===== config.mk =====
export PLATFORM = sky130hd
export DESIGN_NAME = pwm_demodulator
export DESIGN_NICKNAME = d
export VERILOG_FILES = /design/src/rtl/pwm_demodulator_pkg.sv /design/src/rtl/module_counter.sv /design/src/rtl/pwm_demodulator_edge_sync.sv /design/src/rtl/pwm_demodulator.sv
export SDC_FILE = /design/constraint.sdc
export NUM_CORES = 1
export LEC_CHECK = 0
export CELL_PAD_IN_SITES_DETAIL_PLACEMENT = 0
export CELL_PAD_IN_SITES_GLOBAL_PLACEMENT = 1
export CORE_MARGIN = 2
export CORE_UTILIZATION = 47
export CTS_CLUSTER_SIZE = 25
export DETAILED_ROUTE_END_ITERATION = 10
export PLACE_DENSITY = 0.93
export SLEW_MARGIN = 20
export SYNTH_ARGS = -nofsm -noshare
export SYNTH_HDL_FRONTEND = slang
export SYNTH_SLANG_ARGS = --single-unit
export TNS_END_PERCENT = 5

===== constraint.sdc =====
create_clock -name clk -period 3.2 [get_ports clk]
set_input_delay 0.64 -clock clk [delete_from_list [all_inputs] [get_ports clk]]
set_output_delay 0.64 -clock clk [all_outputs]
set_load 0.05 [all_outputs]

===== src/rtl/pwm_demodulator_pkg.sv =====
// Shared definitions for the PWM demodulator: FSM encodings and the default
// AM step/symbol timing constants that the TX modulator also uses.
package pwm_demodulator_pkg;

  typedef enum logic [0:0] {
    StHunt    = 1'b0,
    StMeasure = 1'b1
  } demod_state_e;

  localparam int unsigned AmClksPerStep    = 1;
  localparam int unsigned AmStepsPerSymbol = 128;
  localparam int unsigned AmSampleWidth    = 8;

endpackage


===== src/rtl/module_counter.sv =====
// Free-running modulo counter: counts 0..max_count while en is high and pulses
// tc on the terminal count. clear forces the count back to zero.
module module_counter #(
  parameter int unsigned WIDTH = 8
) (
  input  logic             clk,
  input  logic             rst,
  input  logic             clear,
  input  logic             en,
  input  logic [WIDTH-1:0] max_count,
  output logic             tc
);

  logic [WIDTH-1:0] count;

  assign tc = en && (count == max_count);

  // Count up and wrap at max_count; clear/reset restart from zero.
  always_ff @(posedge clk) begin
    if (rst || clear) begin
      count <= '0;
    end else if (en) begin
      count <= tc ? '0 : count + WIDTH'(1);
    end
  end

endmodule


===== src/rtl/pwm_demodulator_edge_sync.sv =====
// 2-FF synchronizer for the asynchronous PWM pin plus a one-cycle-delayed copy
// and a rising-edge detect on the synchronized stream.
module pwm_demodulator_edge_sync (
  input  logic clk,
  input  logic rst,
  input  logic pwm_in,
  output logic pwm_s,
  output logic pwm_d,
  output logic rise
);

  logic pwm_meta;

  // Synchronizer chain followed by the edge-detect delay stage.
  always_ff @(posedge clk) begin
    if (rst) begin
      pwm_meta <= 1'b0;
      pwm_s    <= 1'b0;
      pwm_d    <= 1'b0;
    end else begin
      pwm_meta <= pwm_in;
      pwm_s    <= pwm_meta;
      pwm_d    <= pwm_s;
    end
  end

  assign rise = pwm_s & ~pwm_d;

endmodule


===== src/rtl/pwm_demodulator.sv =====
// PWM demodulator: recovers one sample per PWM symbol by counting high steps
// and pushes it to a downstream FIFO through write/full.
// Optional build macro DEMOD_RESYNC_EN: a rising edge seen past mid-symbol
// closes the symbol early so RX timing follows TX clock drift.
module pwm_demodulator
  import pwm_demodulator_pkg::*;
#(
  parameter int unsigned CLKS_PER_PWM_STEP = AmClksPerStep,
  parameter int unsigned STEPS_PER_SYMBOL  = AmStepsPerSymbol,
  parameter int unsigned SAMPLE_WIDTH      = AmSampleWidth
) (
  input  logic                    clk,
  input  logic                    rst,
  input  logic                    enable,
  input  logic                    pwm_in,
  output logic [SAMPLE_WIDTH-1:0] sample,
  output logic                    write,
  input  logic                    full,
  output logic                    locked,
  output logic                    overflow
);

  localparam logic [7:0] TickMax  = 8'(CLKS_PER_PWM_STEP - 1);
  localparam logic [7:0] LastStep = 8'(STEPS_PER_SYMBOL - 1);
  localparam logic [SAMPLE_WIDTH-1:0] HighMax = '1;
`ifdef DEMOD_RESYNC_EN
  localparam logic [7:0] HalfStep = 8'(STEPS_PER_SYMBOL / 2);
`endif

  logic                    pwm_s;
  logic                    pwm_d;
  logic                    rise;
  logic                    tick;
  logic                    tick_clear;
  demod_state_e            state;
  logic [7:0]              step_cnt;
  logic [SAMPLE_WIDTH-1:0] high_cnt;
  logic [SAMPLE_WIDTH-1:0] high_next;
  logic                    sym_end;
  logic                    resync_end;
  logic                    close;

  pwm_demodulator_edge_sync u_edge_sync (
    .clk    (clk),
    .rst    (rst),
    .pwm_in (pwm_in),
    .pwm_s  (pwm_s),
    .pwm_d  (pwm_d),
    .rise   (rise)
  );

  module_counter #(
    .WIDTH (8)
  ) u_step_tick (
    .clk       (clk),
    .rst       (rst),
    .clear     (tick_clear),
    .en        (enable),
    .max_count (TickMax),
    .tc        (tick)
  );

  // Step sampling uses pwm_d so that the rising-edge step itself is step 0 of
  // the symbol; the edge is only detected one cycle after pwm_s goes high.
  always_comb begin
    high_next = high_cnt;
    if (tick && pwm_d && (high_cnt != HighMax)) begin
      high_next = high_cnt + SAMPLE_WIDTH'(1);
    end
    sym_end = tick && (step_cnt == LastStep);
`ifdef DEMOD_RESYNC_EN
    resync_end = rise && (step_cnt >= HalfStep);
`else
    resync_end = 1'b0;
`endif
    close      = (state == StMeasure) && (sym_end || resync_end);
    tick_clear = !enable || (state == StHunt) || close;
  end

  // Hunt/measure FSM with registered sample, write, locked and overflow.
  always_ff @(posedge clk) begin
    if (rst) begin
      state    <= StHunt;
      step_cnt <= '0;
      high_cnt <= '0;
      sample   <= '0;
      write    <= 1'b0;
      locked   <= 1'b0;
      overflow <= 1'b0;
    end else begin
      write <= 1'b0;
      if (!enable) begin
        state    <= StHunt;
        step_cnt <= '0;
        high_cnt <= '0;
        locked   <= 1'b0;
      end else begin
        unique case (state)
          StHunt: begin
            if (rise) begin
              state    <= StMeasure;
              step_cnt <= '0;
              high_cnt <= '0;
              locked   <= 1'b1;
            end
          end
          StMeasure: begin
            if (close) begin
              // Next symbol starts immediately; no dead cycle.
              step_cnt <= '0;
              high_cnt <= '0;
              if (full) begin
                overflow <= 1'b1;
              end else begin
                write  <= 1'b1;
                sample <= high_next;
              end
            end else if (tick) begin
              step_cnt <= step_cnt + 8'd1;
              high_cnt <= high_next;
            end
          end
          default: state <= StHunt;
        endcase
      end
    end
  end

endmodule


### Yosys cells after proc, flatten, opt, wreduce, memory -nomap -nowiden

Cells that the tools add are included.

* word-level logic and storage cells: 52
* output and inout port bits: 11
* register bits: 39
* input bits: 5

* muxes and demuxes: 12
* add/subtract/negate cells: 3
* bitwise gates (word level): 6
* reductions and logical operators: 16
* equal/unequal tests: 4

Operators by type and width (count)
* 2-to-1 mux 8 bit: 7
* one-hot mux 8 bit (2 select lines): 2
* adder 8 x 1 -> 8 bit, second input constant: 3
* == test 8 x 7 -> 1 bit, second input constant: 1
* logical NOT 8 bit: 1
* inequality test 8 bit, second input constant: 1
* AND reduction 4 bit: 2
* logical AND 1 bit: 5
* inverter 1 bit: 5
* AND reduction 2 bit: 2
* OR reduction 4 bit: 1
* logical OR 1 bit: 3
* 2-to-1 mux 1 bit: 3
* inequality test 3 x 2 -> 1 bit, second input constant: 1
* inequality test 2 bit, second input constant: 1
* OR reduction 2 bit: 1
* bitwise AND 1 bit: 1
* logical NOT 1 bit: 1

### Logic depth before layout (Yosys ltp)

* depth in word-level cells: 8
* depth in mapped cells: 9
* depth with buffers taken out: 7

### By module

From an unflattened synthesis, not the netlist that was laid out.

* cells, all modules: 234
* area, all modules: 2006.9 um2

Modules (own cells, without submodules)
* pwm_demodulator: instances 1, sequential area each 560.5 um2, area each 1458.9 um2, cells each 176
* module_counter: instances 1, sequential area each 160.2 um2, area each 460.4 um2, cells each 51
* pwm_demodulator_edge_sync: instances 1, sequential area each 60.1 um2, area each 87.6 um2, cells each 7

### Worst setup path after synthesis

OpenSTA, ideal clock, no wires.

* kind: input-to-reg
* start point: input enable
* end point: register high_cnt[0]
* stages: 5
* library setup time: 0.130 ns
* slack: 1.290 ns
* data arrival time: 1.781 ns
* buffers on the path: 0
* required time: 3.070 ns
* cell sequence: or4b_2 > nor3_2 > o21ai_0 > a31oi_1 > nor2_1

* longest elaborated chain between the ends: 7
* elaborated cells on any way between the ends: 13
* those cells by class: eq/ne (1); mux (4); bitwise (1); reduce/logical (7)

RTL lines
* start, declared: line pwm_demodulator.sv:14 `input logic enable,`
* logical AND 1 bit: line module_counter.sv:16 `assign tc = en && (count == max_count);`
* logical AND 1 bit (2 in series): line pwm_demodulator.sv:67 `if (tick && pwm_d && (high_cnt != HighMax)) begin`
* 2-to-1 mux 8 bit: line pwm_demodulator.sv:67
* 2-to-1 mux 8 bit: line pwm_demodulator.sv:118 `end else if (tick) begin`
* 2-to-1 mux 8 bit: line pwm_demodulator.sv:108 `if (close) begin`
* one-hot mux 8 bit (2 select lines): line pwm_demodulator.sv:98 `unique case (state)`
* end signal, assigned: line pwm_demodulator.sv:120 `high_cnt <= high_next;`
* end, declared: line pwm_demodulator.sv:37 `logic [SAMPLE_WIDTH-1:0] high_cnt;`

Several ways; a longest one is shown, not always the timed one. The select of a mux whose other input is x is not followed.
A chain may end at the register's enable or synchronous reset.

### Worst setup path after layout

* start point: input enable
* end point: register sample[0]

* longest elaborated chain between the ends: 4
* elaborated cells on any way between the ends: 7
* those cells by class: mux (1); reduce/logical (6)

RTL lines
* logical AND 1 bit: line module_counter.sv:16
* logical AND 1 bit (on tied branches): line pwm_demodulator.sv:70, pwm_demodulator.sv:67
* logical AND 1 bit (on tied branches): line pwm_demodulator.sv:76, pwm_demodulator.sv:67
* AND reduction 4 bit (no line) / 2-to-1 mux 8 bit (equally long branches)
* end signal, assigned: line pwm_demodulator.sv:116 `sample <= high_next;`
* end, declared: line pwm_demodulator.sv:16 `output logic [SAMPLE_WIDTH-1:0] sample,`

Several ways; a longest one is shown, not always the timed one.

==> impl_metrics.xml <==
<?xml version="1.0" encoding="UTF-8"?>
<metrics>
  <group name="run_status">
    <metric name="run_status" unit="">complete, no violations</metric>
  </group>
  <group name="timing">
    <metric name="f_max" unit="MHz">381.4</metric>
    <metric name="hold_violations" unit="">0</metric>
    <metric name="max_slew_margin" unit="">0.5606</metric>
    <metric name="final-setup-viol-count" unit="">0</metric>
    <metric name="final.period_utilization" unit="">0.8193</metric>
    <metric name="clock-skew-final" unit="ns">0.006624</metric>
    <metric name="fin_setup_tns" unit="ns">0</metric>
    <metric name="setup_repair_after_global_routing_missed_its_margin" unit="">false</metric>
    <metric name="maxSlewViolCount" unit="">0</metric>
    <metric name="post-route-min-period" unit="ns">2.622</metric>
    <metric name="worst_pin_slew" unit="ns">0.6567</metric>
    <metric name="layout_setup_ws" unit="ns">0.5784</metric>
  </group>
  <group name="synth">
    <metric name="synth-edff-count" unit="">0</metric>
    <metric name="synth.net_count" unit="">219</metric>
    <metric name="yosysTopAreaCell" unit="">sky130_fd_sc_hd__dfxtp_1</metric>
    <metric name="synth_top_area_share" unit="">0.4157</metric>
    <metric name="number_of_cells_produced_by_synthesis" unit="">210</metric>
    <metric name="async_flop_share" unit="">0</metric>
    <metric name="proportion_of_synthesized_chip_area_in_sequential_cells" unit="">0.4157</metric>
    <metric name="syn-cell-area" unit="µm²">1878</metric>
    <metric name="synth.area.top_cells" unit="">sky130_fd_sc_hd__dfxtp_1, sky130_fd_sc_hd__nor2_1, sky130_fd_sc_hd__xor2_1</metric>
    <metric name="yosysWarnings" unit="">0</metric>
    <metric name="synth.avg_cell_area" unit="µm²">8.943</metric>
    <metric name="ys_top_cells_by_count" unit="">sky130_fd_sc_hd__dfxtp_1, sky130_fd_sc_hd__nor2_1, sky130_fd_sc_hd__nand2_1, sky130_fd_sc_hd__a31oi_1, sky130_fd_sc_hd__a21oi_1</metric>
    <metric name="yosys.cell_types.count" unit="">39</metric>
    <metric name="post-synth-top-count-cell" unit="">sky130_fd_sc_hd__dfxtp_1</metric>
    <metric name="top_reg_cell_synth" unit="">sky130_fd_sc_hd__dfxtp_1</metric>
    <metric name="synth_seq_cells" unit="">39</metric>
  </group>
  <group name="route">
    <metric name="postRouteWirelength" unit="µm">3939</metric>
    <metric name="route.detailed.wl_per_inst" unit="µm">14.32</metric>
    <metric name="drt_pass1_iterations" unit="">4</metric>
    <metric name="remaining_drc_errors" unit="">0</metric>
    <metric name="viasPerCell" unit="">5.604</metric>
    <metric name="drt_iter0_drc" unit="">119</metric>
    <metric name="drt.antenna.violating_nets" unit="">0</metric>
    <metric name="vias" unit="">1541</metric>
  </group>
  <group name="cells_and_area">
    <metric name="final_layout_size_suffix_gt1_frac" unit="">0.09251</metric>
    <metric name="fin_nets" unit="">236</metric>
    <metric name="finalInstanceArea" unit="µm²">2143</metric>
    <metric name="antenna_cells_inserted" unit="">0</metric>
    <metric name="fillCellCount" unit="">361</metric>
    <metric name="flip_flop_and_latch_area" unit="µm²">780.7</metric>
    <metric name="multi_input_area" unit="µm²">1035</metric>
    <metric name="area_growth" unit="%">14.12</metric>
  </group>
  <group name="place">
    <metric name="dp_worst_setup_slack" unit="ns">0.2668</metric>
    <metric name="io_buffer_count" unit="">15</metric>
    <metric name="placement.cell_area" unit="µm²">2056</metric>
    <metric name="gpl.final_weighted_congestion" unit="">0.7700</metric>
    <metric name="dp.final_hpwl" unit="µm">2774</metric>
  </group>
  <group name="floorplan">
    <metric name="die_w" unit="µm">67.21</metric>
    <metric name="fp.dieArea" unit="µm²">4517</metric>
    <metric name="fp.coreArea" unit="µm²">3744</metric>
    <metric name="die_height" unit="µm">67.21</metric>
    <metric name="floorplan.initialDensity" unit="">0.5017</metric>
    <metric name="io_pins" unit="">16</metric>
    <metric name="floorplan.rows" unit="">22</metric>
  </group>
  <group name="clock_tree">
    <metric name="root_buffer" unit="">sky130_fd_sc_hd__clkbuf_8</metric>
    <metric name="post_cts_buffers" unit="">0</metric>
    <metric name="clock_insertion_delay_worst_skew" unit="ns">0.29</metric>
    <metric name="cts-buffers-inserted" unit="">5</metric>
    <metric name="cts_max_level" unit="">2</metric>
    <metric name="cts.hold.buffers_added" unit="">0</metric>
    <metric name="number_of_buffers_between_clock_root_and_the_deepest_sink" unit="">2</metric>
    <metric name="cts_tree" unit="">done</metric>
    <metric name="clk_pin_slew_worst_paths" unit="ns">0.07</metric>
    <metric name="postCtsResizedCells" unit="">0</metric>
    <metric name="clkSinkCount" unit="">39</metric>
  </group>
  <group name="power_and_ir_drop">
    <metric name="power.density" unit="nW/µm²">400.5</metric>
    <metric name="p_leak" unit="nW">0.7269</metric>
    <metric name="worst_ir_drop_vdd" unit="mV">0.1788</metric>
  </group>
  <group name="hold_path">
    <metric name="hold_path_end" unit="">locked</metric>
    <metric name="worst_hold_path.num_cells" unit="">2</metric>
    <metric name="hp-start" unit="">locked</metric>
    <metric name="hp-class" unit="">reg2reg</metric>
  </group>
  <group name="worst_setup_path">
    <metric name="reg2reg_from" unit="">u_step_tick.count[0]</metric>
    <metric name="critical_path_required" unit="ns">3.39</metric>
    <metric name="reg2reg_slack" unit="ns">1.00</metric>
    <metric name="critPathMaxFanout" unit="">16</metric>
    <metric name="timing_worst_setup_path_type" unit="">in2reg</metric>
    <metric name="timing.reg2reg.worst_path_depth" unit="">7</metric>
    <metric name="cp.arrival" unit="ns">2.82</metric>
    <metric name="timing.critical_path.from_type" unit="">primary input</metric>
    <metric name="timing.rr.end" unit="">sample[0]</metric>
    <metric name="worstSetupEndpointType" unit="">flop</metric>
  </group>
  <group name="global_routing">
    <metric name="grt_overall_usage" unit="">0.1982</metric>
    <metric name="grt_antenna_before_repair" unit="">0</metric>
    <metric name="global_route_wire_length_before_repair" unit="µm">6741</metric>
    <metric name="grt_pass1_vias" unit="">1406</metric>
    <metric name="grt_start_max_net_pins" unit="">17</metric>
    <metric name="grt_remaining_overflow" unit="">0</metric>
  </group>
  <group name="run">
    <metric name="max_cap_viol_count" unit="">0</metric>
  </group>
</metrics>
-- cell families after synthesis --
kind of cell	synth area share
AND/OR/NAND/NOR	0.3011
AO/OA/AOI/OAI	0.1579
flip-flops	0.4157
XOR/XNOR	0.06529
buffers and inverters	0.03331
adder cells (fa/ha/maj)	0.02665
-- layout by cell type, fill, tap and decap left out, types with 5 or more instances in the layout --
| master | synthesis | layout |
|---|---|---|
| sky130_fd_sc_hd__nand3_1 | 8 | 8 |
| sky130_fd_sc_hd__and3_1 | 6 | 6 |
| sky130_fd_sc_hd__clkbuf_8 | 0 | 6 |
| sky130_fd_sc_hd__nor3_2 | 5 | 5 |
| sky130_fd_sc_hd__inv_1 | 6 | 6 |
| sky130_fd_sc_hd__xnor2_1 | 6 | 6 |
| sky130_fd_sc_hd__a21oi_1 | 10 | 10 |
| sky130_fd_sc_hd__a211oi_1 | 8 | 8 |
| sky130_fd_sc_hd__nand2_1 | 18 | 18 |
| sky130_fd_sc_hd__xor2_1 | 8 | 8 |
| sky130_fd_sc_hd__o21ai_0 | 5 | 5 |
| sky130_fd_sc_hd__a31oi_1 | 11 | 11 |
| sky130_fd_sc_hd__nor2_1 | 28 | 28 |
| sky130_fd_sc_hd__dfxtp_1 | 39 | 39 |
| sky130_fd_sc_hd__clkdlybuf4s50_1 | 0 | 15 |
-- critical path: stages --
cell                              delay (ns)
sky130_fd_sc_hd__clkdlybuf4s50_1        0.66
sky130_fd_sc_hd__nor4b_4                0.34
sky130_fd_sc_hd__nand3_2                0.29
sky130_fd_sc_hd__nor3_4                 0.57
sky130_fd_sc_hd__nor2_1                 0.08
sky130_fd_sc_hd__a211oi_1               0.24
-- routing by layer --
metal	up-vias	wire (µm)	GRT usage	part of all wire
met5	-	0	0	0
met4	0	25	0.06122	0.0063
met3	2	215	0.05000	0.055
met2	36	1647	0.2859	0.42
met1	709	2050	0.2891	0.52
li1	794	-	-	-
-- sequential cells by signal, summed over array words and instances (netlist names), 8 cells and up --
signal	cells
sample	8
u_step_tick.count	8
high_cnt	8
step_cnt	8
-- where the power goes --
part	internal (mW)	switching, mW
clock	0.169	0.166
sequential	0.487	0.00179
combinational	0.0133	0.0211
-- worst max path at each step --
stage	startpoint	end	depth (start not counted)
5_1_grt	enable	sample[5]	6
3_5_place_dp	enable	sample[0]	6
3_3_place_gp	enable	sample[5]	6
6_report	enable	sample[0]	6
2_1_floorplan	enable	high_cnt[0]	5
4_1_cts	enable	sample[0]	6
-- through the flow --
step | total power [mW] | instances | util | hold slack (ns)
after floorplan | 0.5199 | 210 | - | 0.4138
after global placement | 0.5342 | 268 | 0.5491 | 0.4212
after detailed placement | 0.5342 | 268 | 0.5491 | 0.4388
after CTS | 0.8679 | 275 | 0.5725 | 0.4507
after global routing | 0.8979 | 275 | 0.5725 | 0.4743
final | 0.8584 | 275 | 0.5725 | 0.4460
-- layout make-up --
type | instances | share of cell area
repair buffers | 16 | 0.07355
inverters | 6 | 0.01051
multi-input cells | 159 | 0.4828
clock inverters | 1 | 0.002335
flip-flops and latches | 39 | 0.3643
clock buffers | 6 | 0.03853
well taps | 48 | 0.02802
Note: power is estimated with default switching activity, not from simulation.
